File: src/rtl/systolic_ws_array_db.sv
// Weight-stationary ROWS x COLS systolic matrix-vector engine with double-buffered
// weights, built-in activation skew and result deskew, signed/unsigned operands.
module systolic_ws_array_db #(
  parameter int ROWS  = 4,
  parameter int COLS  = 4,
  parameter int IN_W  = 8,
  parameter int ACC_W = 24
) (
  input  logic                      clk,
  input  logic                      rst,
  input  logic                      i_w_vld,
  input  logic [$clog2(ROWS)-1:0]   i_w_row,
  input  logic [COLS*IN_W-1:0]      i_w_data,
  input  logic                      i_w_swap,
  output logic                      o_swap_err,
  input  logic                      i_signed,
  input  logic                      i_a_vld,
  input  logic [ROWS*IN_W-1:0]      i_a_data,
  output logic                      o_y_vld,
  output logic [COLS*ACC_W-1:0]     o_y_data,
  output logic                      o_busy
);
  localparam int CW = $clog2(ROWS + COLS + 2);
  localparam int XW = ACC_W + 2;

  // Product of two IN_W+1 bit signed views covers both modes; the sum wraps mod 2^ACC_W.
  function automatic logic [ACC_W-1:0] mac(input logic [ACC_W-1:0] psum,
                                           input logic [IN_W-1:0]  a,
                                           input logic [IN_W-1:0]  w,
                                           input logic             sgn);
    logic signed [IN_W:0] ax, wx;
    logic signed [XW-1:0] prod;
    ax   = {sgn & a[IN_W-1], a};
    wx   = {sgn & w[IN_W-1], w};
    prod = XW'(ax) * XW'(wx);
    return psum + prod[ACC_W-1:0];
  endfunction

  logic [IN_W-1:0]  wbank [2][ROWS][COLS];
  logic             act;
  logic [CW-1:0]    cnt;
  logic             swap_ok;

  logic [IN_W-1:0]  a_p0 [ROWS][ROWS-1];
  logic [ROWS-2:0]  vld_p0, sgn_p0;
  logic [IN_W-1:0]  lane_a [ROWS];
  logic [ROWS-1:0]  lane_v, lane_s;

  logic [IN_W-1:0]  a_p1    [ROWS][COLS];
  logic [ACC_W-1:0] psum_p1 [ROWS][COLS];
  logic             vld_p1  [ROWS][COLS];
  logic             sgn_p1  [ROWS][COLS];
  logic [IN_W-1:0]  a_in    [ROWS][COLS];
  logic [ACC_W-1:0] p_in    [ROWS][COLS];
  logic             v_in    [ROWS][COLS];
  logic             s_in    [ROWS][COLS];

  logic [ACC_W-1:0] psum_p2 [COLS][COLS-1];
  logic [COLS-2:0]  vld_p2;
  logic [ACC_W-1:0] y_col   [COLS];

  assign swap_ok = i_w_swap && (cnt == '0) && !i_a_vld;
  assign o_busy  = (cnt != '0);

  always_ff @(posedge clk) begin
    if (rst) begin
      act        <= 1'b0;
      cnt        <= '0;
      o_swap_err <= 1'b0;
    end else begin
      o_swap_err <= i_w_swap && !swap_ok;
      if (swap_ok) act <= ~act;
      if (i_a_vld && !o_y_vld)      cnt <= cnt + CW'(1);
      else if (!i_a_vld && o_y_vld) cnt <= cnt - CW'(1);
    end
  end

  // Writes always target the bank that is inactive during this cycle.
  always_ff @(posedge clk) begin
    if (rst) begin
      for (int b = 0; b < 2; b++)
        for (int r = 0; r < ROWS; r++)
          for (int c = 0; c < COLS; c++) wbank[b][r][c] <= '0;
    end else if (i_w_vld) begin
      for (int c = 0; c < COLS; c++) wbank[~act][i_w_row][c] <= i_w_data[c*IN_W +: IN_W];
    end
  end

  // Stage p0: input skew, lane r delayed r cycles
  always_ff @(posedge clk) begin
    if (rst) begin
      vld_p0 <= '0;
      sgn_p0 <= '0;
      for (int r = 0; r < ROWS; r++)
        for (int k = 0; k < ROWS-1; k++) a_p0[r][k] <= '0;
    end else begin
      vld_p0[0] <= i_a_vld;
      if (i_a_vld) begin
        sgn_p0[0] <= i_signed;
        for (int r = 0; r < ROWS; r++) a_p0[r][0] <= i_a_data[r*IN_W +: IN_W];
      end
      for (int k = 1; k < ROWS-1; k++) begin
        vld_p0[k] <= vld_p0[k-1];
        if (vld_p0[k-1]) begin
          sgn_p0[k] <= sgn_p0[k-1];
          for (int r = 0; r < ROWS; r++) a_p0[r][k] <= a_p0[r][k-1];
        end
      end
    end
  end

  always_comb begin
    lane_a[0] = i_a_data[IN_W-1:0];
    lane_v[0] = i_a_vld;
    lane_s[0] = i_signed;
    for (int r = 1; r < ROWS; r++) begin
      lane_a[r] = a_p0[r][r-1];
      lane_v[r] = vld_p0[r-1];
      lane_s[r] = sgn_p0[r-1];
    end
    for (int r = 0; r < ROWS; r++) begin
      a_in[r][0] = lane_a[r];
      v_in[r][0] = lane_v[r];
      s_in[r][0] = lane_s[r];
      for (int c = 1; c < COLS; c++) begin
        a_in[r][c] = a_p1[r][c-1];
        v_in[r][c] = vld_p1[r][c-1];
        s_in[r][c] = sgn_p1[r][c-1];
      end
    end
    for (int c = 0; c < COLS; c++) begin
      p_in[0][c] = '0;
      for (int r = 1; r < ROWS; r++) p_in[r][c] = psum_p1[r-1][c];
    end
  end

  // Stage p1: MAC grid, activations move right and partial sums move down
  always_ff @(posedge clk) begin
    if (rst) begin
      for (int r = 0; r < ROWS; r++)
        for (int c = 0; c < COLS; c++) begin
          vld_p1[r][c]  <= 1'b0;
          sgn_p1[r][c]  <= 1'b0;
          a_p1[r][c]    <= '0;
          psum_p1[r][c] <= '0;
        end
    end else begin
      for (int r = 0; r < ROWS; r++)
        for (int c = 0; c < COLS; c++) begin
          vld_p1[r][c] <= v_in[r][c];
          if (v_in[r][c]) begin
            a_p1[r][c]    <= a_in[r][c];
            sgn_p1[r][c]  <= s_in[r][c];
            psum_p1[r][c] <= mac(p_in[r][c], a_in[r][c], wbank[act][r][c], s_in[r][c]);
          end
        end
    end
  end

  // Stage p2: deskew, column c delayed COLS-1-c cycles
  always_ff @(posedge clk) begin
    if (rst) begin
      vld_p2 <= '0;
      for (int c = 0; c < COLS; c++)
        for (int k = 0; k < COLS-1; k++) psum_p2[c][k] <= '0;
    end else begin
      vld_p2[0] <= vld_p1[ROWS-1][0];
      for (int k = 1; k < COLS-1; k++) vld_p2[k] <= vld_p2[k-1];
      for (int c = 0; c < COLS; c++) begin
        psum_p2[c][0] <= psum_p1[ROWS-1][c];
        for (int k = 1; k < COLS-1; k++) psum_p2[c][k] <= psum_p2[c][k-1];
      end
    end
  end

  always_comb begin
    for (int c = 0; c < COLS-1; c++) y_col[c] = psum_p2[c][COLS-2-c];
    y_col[COLS-1] = psum_p1[ROWS-1][COLS-1];
  end

  // Output register holds its value between result vectors
  always_ff @(posedge clk) begin
    if (rst) begin
      o_y_vld  <= 1'b0;
      o_y_data <= '0;
    end else begin
      o_y_vld <= vld_p2[COLS-2];
      if (vld_p2[COLS-2])
        for (int c = 0; c < COLS; c++) o_y_data[c*ACC_W +: ACC_W] <= y_col[c];
    end
  end
endmodule

File: config.mk
export PLATFORM = sky130hd
export DESIGN_NAME = systolic_ws_array_db
export DESIGN_NICKNAME = d
export VERILOG_FILES = /design/src/rtl/systolic_ws_array_db.sv
export SDC_FILE = /design/constraint.sdc
export NUM_CORES = 2
export LEC_CHECK = 0
export BUFFER_PORTS_ARGS = -buffer_cell sky130_fd_sc_hd__buf_2
export CORE_UTILIZATION = 45
export CTS_BUF_LIST = sky130_fd_sc_hd__clkbuf_8
export CTS_CLUSTER_DIAMETER = 80
export CTS_CLUSTER_SIZE = 24
export DETAILED_ROUTE_END_ITERATION = 6
export SYNTH_ARGS = -nofsm -noshare
export SYNTH_HDL_FRONTEND = slang
export SYNTH_SLANG_ARGS = --single-unit
File: constraint.sdc
create_clock -name clk -period 7.05 [get_ports clk]
set_input_delay 0 -clock clk [delete_from_list [all_inputs] [get_ports clk]]
set_output_delay 0 -clock clk [all_outputs]
set_load 0.02 [all_outputs]
* Yosys cells after proc, flatten, opt, wreduce, memory -nomap -nowiden
Memories as Yosys holds them, arrays and structs flattened. A register that Yosys moved wholly into a read port is not among the register bits.
Cells that the tools add are included.
Widths: inputs -> output; s select.
** Operators by class
- Add/subtract/negate cells :: 14
- Bitwise operators :: 506
- $lt $le $gt $ge :: 2
- Muxes and demuxes :: 544
- Reduce and logical (&&, ||, !) cells :: 13
- $mul :: 16
** Operators by type and width (number)
- $mux 128 :: 6
- $mux 24 :: 29
- $mux 1 :: 472
- $or 1x1->1 :: 472
- $add 24x24->24 :: 12
- $mul 9x9->18 :: 16
- $demux 32 s2 :: 4
- $mux 8 :: 29
- $reduce_or 128->1 :: 1
- $and 1x1->1 :: 32
- $mux 32 :: 1
- $mux 16 :: 1
- $mux 4 :: 2
- $logic_and 1x1->1 :: 6
- $add 4x1->4 const B :: 1
- $logic_not 4->1 :: 1
- $reduce_bool 4->1 :: 1
- $sub 4x1->4 const B :: 1
- $ge 3x3->1 const B :: 1
- $logic_not 1->1 :: 3
- $lt 3x1->1 const B :: 1
- $not 2->3 :: 1
- $reduce_bool 2->1 :: 1
- $not 1->1 :: 1
** Storage, ports and cells
- Bits in writable memories :: 1184
- Bits of input ports :: 72
- Output and inout bits :: 99
- Flip-flop bits (word level) :: 112
- Memories :: 7
** Memory list
- psum_p1 :: depth 4, bits a word 96, rd ports 4, clocked after Yosys merged registers in 0, wr ports 4, RTL line 50 : logic [ACC_W-1:0] psum_p1 [ROWS][COLS];
- psum_p2 :: depth 4, bits a word 72, rd ports 4, clocked after Yosys merged registers in 0, wr ports 4, RTL line 58 : logic [ACC_W-1:0] psum_p2 [COLS][COLS-1];
- wbank :: depth 2, bits a word 128, rd ports 1, clocked after Yosys merged registers in 1, wr ports 2, RTL line 39 : logic [IN_W-1:0] wbank [2][ROWS][COLS];
- a_p1 :: depth 4, bits a word 32, rd ports 4, clocked after Yosys merged registers in 0, wr ports 4, RTL line 49 : logic [IN_W-1:0] a_p1 [ROWS][COLS];
- a_p0 :: depth 4, bits a word 24, rd ports 4, clocked after Yosys merged registers in 0, wr ports 4, RTL line 44 : logic [IN_W-1:0] a_p0 [ROWS][ROWS-1];
- sgn_p1 :: depth 4, bits a word 4, rd ports 4, clocked after Yosys merged registers in 0, wr ports 4, RTL line 52 : logic sgn_p1 [ROWS][COLS];
- +1 memories

* Logic depth before layout (Yosys ltp)
- Depth in word-level cells :: 11
- Depth in mapped cells :: 32

* Least setup slack after synthesis
Ideal clock, no wire load.
- Path kind :: flip-flop to flip-flop
- Start point :: register with a tool-made name
- End point :: memory psum_p1[1][119] (netlist name), data pin
- Setup slack :: -765 ps
- Buffers on the path :: 4
- Required time :: 6919 ps
- Clock period less this slack :: 7815 ps
- Stages on the path, launching flop included :: 31
- Data arrival time :: 7684 ps
- Cell sequence :: dfxtp_1 -> clkbuf_1 -> buf_2 -> buf_2 -> buf_1 -> mux2_2 -> and2_1 -> fa_1 -> inv_1 -> fa_1 -> inv_1 -> fa_1 -> fa_1 -> inv_1 -> fa_1 -> inv_1 -> ha_1 -> nor2b_1 -> o21a_1 -> o31a_1 -> a41oi_1 -> nor2b_1 -> xnor2_1 -> ha_1 -> a21oi_1 -> nor2b_1 -> or4_1 -> o211ai_2 -> a31oi_1 -> or4_1 -> nand2_1
** RTL lines (RTL line)
- end: declaration :: 50

==> tab_implementation.tex <==
\begin{tabular}{lr}
\hline
Metric & Value \\
\hline
\multicolumn{2}{l}{\textbf{STA}} \\
\quad Worst-case clock skew & 94.1 ps \\
\quad Minimum setup slack in the final design & -139 ps \\
\quad Slew at the pin closest to its max-slew limit & 1350 ps \\
\quad Highest clock frequency the design can meet & 0.139 GHz \\
\quad Post-layout minimum cycle time & 7190 ps \\
\quad Slew Limit Headroom & 0.101 \\
\quad Setup repair after global routing missed its margin & yes \\
\quad Number of setup violations in the final report & 14 \\
\quad Final total negative setup slack & -668 ps \\
\quad Final max-slew violation count & 0 \\
\quad Count of final hold-check violations & 0 \\
\quad Final cycle utilization of the critical path & 1.02 \\
\multicolumn{2}{l}{\textbf{Setup path}} \\
\quad Crit Path Category & flip-flop to flip-flop \\
\quad Largest fanout of any net on the critical path & 8 \\
\quad Startpoint types & flip-flop \\
\quad Sort of element at the end of the critical path & flip-flop \\
\quad CP max stage delay & 550 ps \\
\quad Most common cell type on the critical path & sky130\_fd\_sc\_hd\_\_fa\_1 \\
\quad Reg-to-reg setup timing slack & -140 ps \\
\quad Crit path capture & psum\_p1[1][119]\$\_SDFFCE\_PN0P\_ \\
\quad Required @ worst endpoint & 7800 ps \\
\quad Endpoint arrival time on the critical path & 7940 ps \\
\quad Capture instance of the worst register-to-register path & psum\_p1[1][119]\$\_SDFFCE\_PN0P\_ \\
\quad Slowest library cell on the worst path & sky130\_fd\_sc\_hd\_\_fa\_1 \\
\quad Reg2reg path depth & 28 \\
\multicolumn{2}{l}{\textbf{Pwr}} \\
\quad Total chip power & 25.5 mW \\
\quad Cell leakage power & 52.6 nW \\
\quad Total power per unit cell area & 229 nW/um\^{}2 \\
\quad Maximum vdd drop & 0.166 mV \\
\multicolumn{2}{l}{\textbf{Floorplan}} \\
\quad Number of top-level pins & 171 \\
\quad Total core area & 215000 um\^{}2 \\
\quad Initial Util & 0.453 \\
\quad Site row count & 170 \\
\quad Horizontal die dimension & 467 um \\
\quad Die Ht & 467 um \\
\quad Die area & 218000 um\^{}2 \\
\multicolumn{2}{l}{\textbf{Synth}} \\
\quad Cell type with the largest total area after synthesis & sky130\_fd\_sc\_hd\_\_edfxtp\_1 \\
\quad Asr flop ratio synth & 0 \\
\quad Cell area after technology mapping & 97300 um\^{}2 \\
\quad Portion of synthesized cell area occupied by the leading cell type & 0.236 \\
\quad Post-synthesis share of cell area spent on full adders, half adders and majority gates & 0.347 \\
\quad Simple-gate share of the synthesized area & 0.160 \\
\quad Xor/xnor cell area share of the yosys netlist & 0.0427 \\
\quad Flops \& latches, synth & 1033 \\
\quad Number of warnings reported in the yosys synthesis log & 0 \\
\quad Sequential area share after synthesis & 0.291 \\
\quad Portion of netlist area occupied by mux cells & 0.0276 \\
\quad Synthesized net count & 11600 \\
\quad Dominant combinational cell family by area after synthesis & adder cells \\
\quad Syn Inst Count & 9544 \\
\quad Avg Inst Size Synth & 10.2 um\^{}2 \\
\quad Compound-gate portion of the synthesized area & 0.0679 \\
\quad Post-synth EDFFs & 764 \\
\quad Most used flip-flop cell after synthesis & sky130\_fd\_sc\_hd\_\_edfxtp\_1 \\
\quad Top cells by area, synth & sky130\_fd\_sc\_hd\_\_edfxtp\_1 (24\%), sky130\_fd\_sc\_hd\_\_fa\_1 (24\%), sky130\_fd\_sc\_hd\_\_ha\_1 (11\%) \\
\quad Count of different cell masters after synthesis & 87 \\
\multicolumn{2}{l}{\textbf{GRT}} \\
\quad Global-route wire length before repair & 388000 um \\
\quad Antenna violations before repair & 18 \\
\quad Number of global-route vias before repair & 70100 \\
\quad Total routing resource utilization after global routing & 0.227 \\
\quad Global-route congestion overflow total & 0 \\
\quad Pin count of the biggest net entering global routing & 107 \\
\multicolumn{2}{l}{\textbf{Final layout}} \\
\quad Layout cells sized above 1 & 0.141 \\
\quad Most common library cell in the layout ignoring fill and taps & sky130\_fd\_sc\_hd\_\_inv\_1 \\
\quad Layout Nets & 12400 \\
\quad Layout overhead on the synthesized area & 14.3\% \\
\quad Commonest non-fill, non-tap cells in the layout & sky130\_fd\_sc\_hd\_\_inv\_1 (1374), sky130\_fd\_sc\_hd\_\_fa\_1 (1139), sky130\_fd\_sc\_hd\_\_ha\_1 (839), sky130\_fd\_sc\_hd\_\_nand2\_1 (775), sky130\_fd\_sc\_hd\_\_edfxtp\_1 (764) \\
\quad Post-Layout Inst Area & 111000 um\^{}2 \\
\quad Number of standard cells in the final layout excluding fillers & 13200 \\
\multicolumn{2}{l}{\textbf{Placed design}} \\
\quad Count of buffers inserted at the top-level ports & 170 \\
\quad Placed wire-length estimate & 197000 um \\
\quad Instance count after placement with tap cells included & 12900 \\
\quad Minimum setup slack after placement & -251 ps \\
\quad RD Place Congestion & 0.926 \\
\quad Placed cell area & 106000 um\^{}2 \\
\multicolumn{2}{l}{\textbf{Clocking}} \\
\quad Cell at the root of the clock tree & sky130\_fd\_sc\_hd\_\_clkbuf\_8 \\
\quad Clock slew at the register clock pins of the worst setup and hold paths & 130 ps \\
\quad Clock tree from TritonCTS & yes \\
\quad Insertion delay to the later sink of the worst-skew pair & 910 ps \\
\quad Total number of clock tree sinks & 1033 \\
\quad Cts bufs inserted & 80 \\
\quad Clock Path Buffers & 3 \\
\quad H-tree depth & 3 \\
\multicolumn{2}{l}{\textbf{Routing}} \\
\quad First drt pass iteration count & 6 \\
\quad Total length of routed wires & 250000 um \\
\quad Mean number of vias per cell & 5.18 \\
\quad Post-DR wirelength/cell & 18.9 um \\
\quad DR iter-0 viols & 4200 \\
\quad Drt drc & 0 \\
\quad Antenna Nets Post-Route & 0 \\
\quad Number of vias in the routed layout & 68500 \\
\multicolumn{2}{l}{\textbf{Worst hold path}} \\
\quad Path category of the worst min-delay check & primary input to flip-flop \\
\multicolumn{2}{l}{\textbf{Run}} \\
\quad Max-cap violation count & 0 \\
\multicolumn{2}{l}{\textbf{Run status}} \\
\quad Violated checks & negative setup slack \\
\quad Outcome & finished, violations left \\
\hline
\end{tabular}
[worst max-delay path: cells and delay by family (launching register included)]
| kind | cells | cell delay [ps] |
|---|---|---|
| xor gates and xnor gates | 1 | 120 |
| adders and majority gates | 7 | 3070 |
| muxes | 1 | 320 |
| and+or+nand+nor | 7 | 1540 |
| AOI/OAI and AO/OA | 6 | 1080 |
| buffers and inverters | 6 | 500 |
| DFF | 1 | 430 |
[layer usage]
| metal | GRT usage | part of all wire |
|---|---|---|
| met5 | 0 | 0.000048 |
| met4 | 0.0570 | 0.023 |
| met3 | 0.0396 | 0.066 |
| met2 | 0.363 | 0.45 |
| met1 | 0.320 | 0.46 |
[worst min path at each step]
stage	startpoint	endpoint	slack (ps)	cells past startpoint
floorplan	i_w_swap	o_swap_err$_SDFF_PP0_	170	1
global placement	i_w_swap	o_swap_err$_SDFF_PP0_	280	2
detailed placement	i_w_swap	o_swap_err$_SDFF_PP0_	280	2
CTS	i_a_data[0]	psum_p1[0][72]$_DFFE_PP_	20	3
global route	i_a_data[0]	psum_p1[0][72]$_DFFE_PP_	110	3
finish	i_a_data[0]	psum_p1[0][72]$_DFFE_PP_	120	3
[stage by stage]
| step | utilization | hold slack, ps |
|---|---|---|
| final | 0.518 | 121 |
| after global routing | 0.518 | 109 |
| after CTS | 0.509 | 15.7 |
| after detailed placement | 0.492 | 282 |
| after global placement | 0.492 | 277 |
| after floorplan | - | 167 |
[cells in the mapped netlist, types with 11 or more instances]
library cell	count
sky130_fd_sc_hd__and2_1	511
sky130_fd_sc_hd__nand3_1	84
sky130_fd_sc_hd__a31oi_1	46
sky130_fd_sc_hd__and3_1	175
sky130_fd_sc_hd__o21ai_0	110
sky130_fd_sc_hd__fa_1	1145
sky130_fd_sc_hd__a21oi_1	358
sky130_fd_sc_hd__dfxtp_1	269
sky130_fd_sc_hd__nand2b_1	139
sky130_fd_sc_hd__nor4_1	11
sky130_fd_sc_hd__clkbuf_1	183
sky130_fd_sc_hd__o21bai_1	27
sky130_fd_sc_hd__buf_1	111
sky130_fd_sc_hd__nand2_1	781
sky130_fd_sc_hd__a211o_1	14
sky130_fd_sc_hd__inv_1	1371
sky130_fd_sc_hd__ha_1	863
sky130_fd_sc_hd__o211ai_1	29
sky130_fd_sc_hd__a211oi_1	66
sky130_fd_sc_hd__nor2b_1	431
sky130_fd_sc_hd__o21a_1	56
sky130_fd_sc_hd__or2_2	57
sky130_fd_sc_hd__xor2_1	150
sky130_fd_sc_hd__and2_0	11
sky130_fd_sc_hd__xnor2_1	308
sky130_fd_sc_hd__mux2i_1	164
sky130_fd_sc_hd__or3_1	47
sky130_fd_sc_hd__nor2_1	663
sky130_fd_sc_hd__nor3b_1	12
sky130_fd_sc_hd__o31ai_1	17
sky130_fd_sc_hd__a21o_1	137
sky130_fd_sc_hd__nor3_1	127
sky130_fd_sc_hd__edfxtp_1	764
sky130_fd_sc_hd__o21ai_1	34
sky130_fd_sc_hd__mux2_2	93
sky130_fd_sc_hd__nand4_1	15
sky130_fd_sc_hd__o41ai_1	18
[sequential cells by signal, summed over array words and instances (netlist names), 2 cells and up, named ones only]
| register | count |
|---|---|
| a_p0 | 48 |
| vld_p2 | 2 |
| psum_p2 | 144 |
| sgn_p1 | 12 |
| sgn_p0 | 3 |
| psum_p1 | 360 |
| o_y_data | 96 |
| cnt | 4 |
| vld_p0 | 3 |
| a_p1 | 96 |
| wbank | 256 |
| vld_p1 | 5 |
[layout make-up]
| cell class | instances | area, um^2 |
|---|---|---|
| fill | 19300 | 103000 |
| sequential | 1033 | 28300 |
| multi-input combinational | 6842 | 64700 |
| antenna | 3 | 7.51 |
| timing repair buffer | 977 | 7520 |
| clock buffer | 85 | 1170 |
| tap | 2838 | 3550 |
| inverter | 1372 | 5150 |
| clock inverter | 63 | 820 |
[report_power, final]
part / switching, mW / leakage (nW) / internal [mW]
logic: 7.44 / 41.5 / 6.48
clock network: 2.49 / 1.01 / 1.44
registers: 0.468 / 10.1 / 7.13
total: 10.4 / 52.6 / 15.1
[repair_timing]
| action | CTS | global route |
|---|---|---|
| pin swaps | 29 | 142 |
| setup buffers | 18 | 55 |
| endpoints found under the hold margin | 415 | 0 |
| hold buffers | 118 | 0 |
| endpoints found under the setup margin | 72 | 116 |
| gates resized for setup | 53 | 325 |
| gates cloned | 2 | 3 |
[cell families (layout without fill, tap and decap cells)]
logic type               Yosys count  in the layout
buffers and inverters           1669           2497
multiplexers                     257            257
adder cells (fa/ha/maj)         2008           2008
XOR/XNOR                         464            464
AO/OA/AOI/OAI                   1020           1020
flip-flops                      1033           1033
AND/OR/NAND/NOR                 3093           3093
other                              0              3
(Power assumes the default switching activity.)
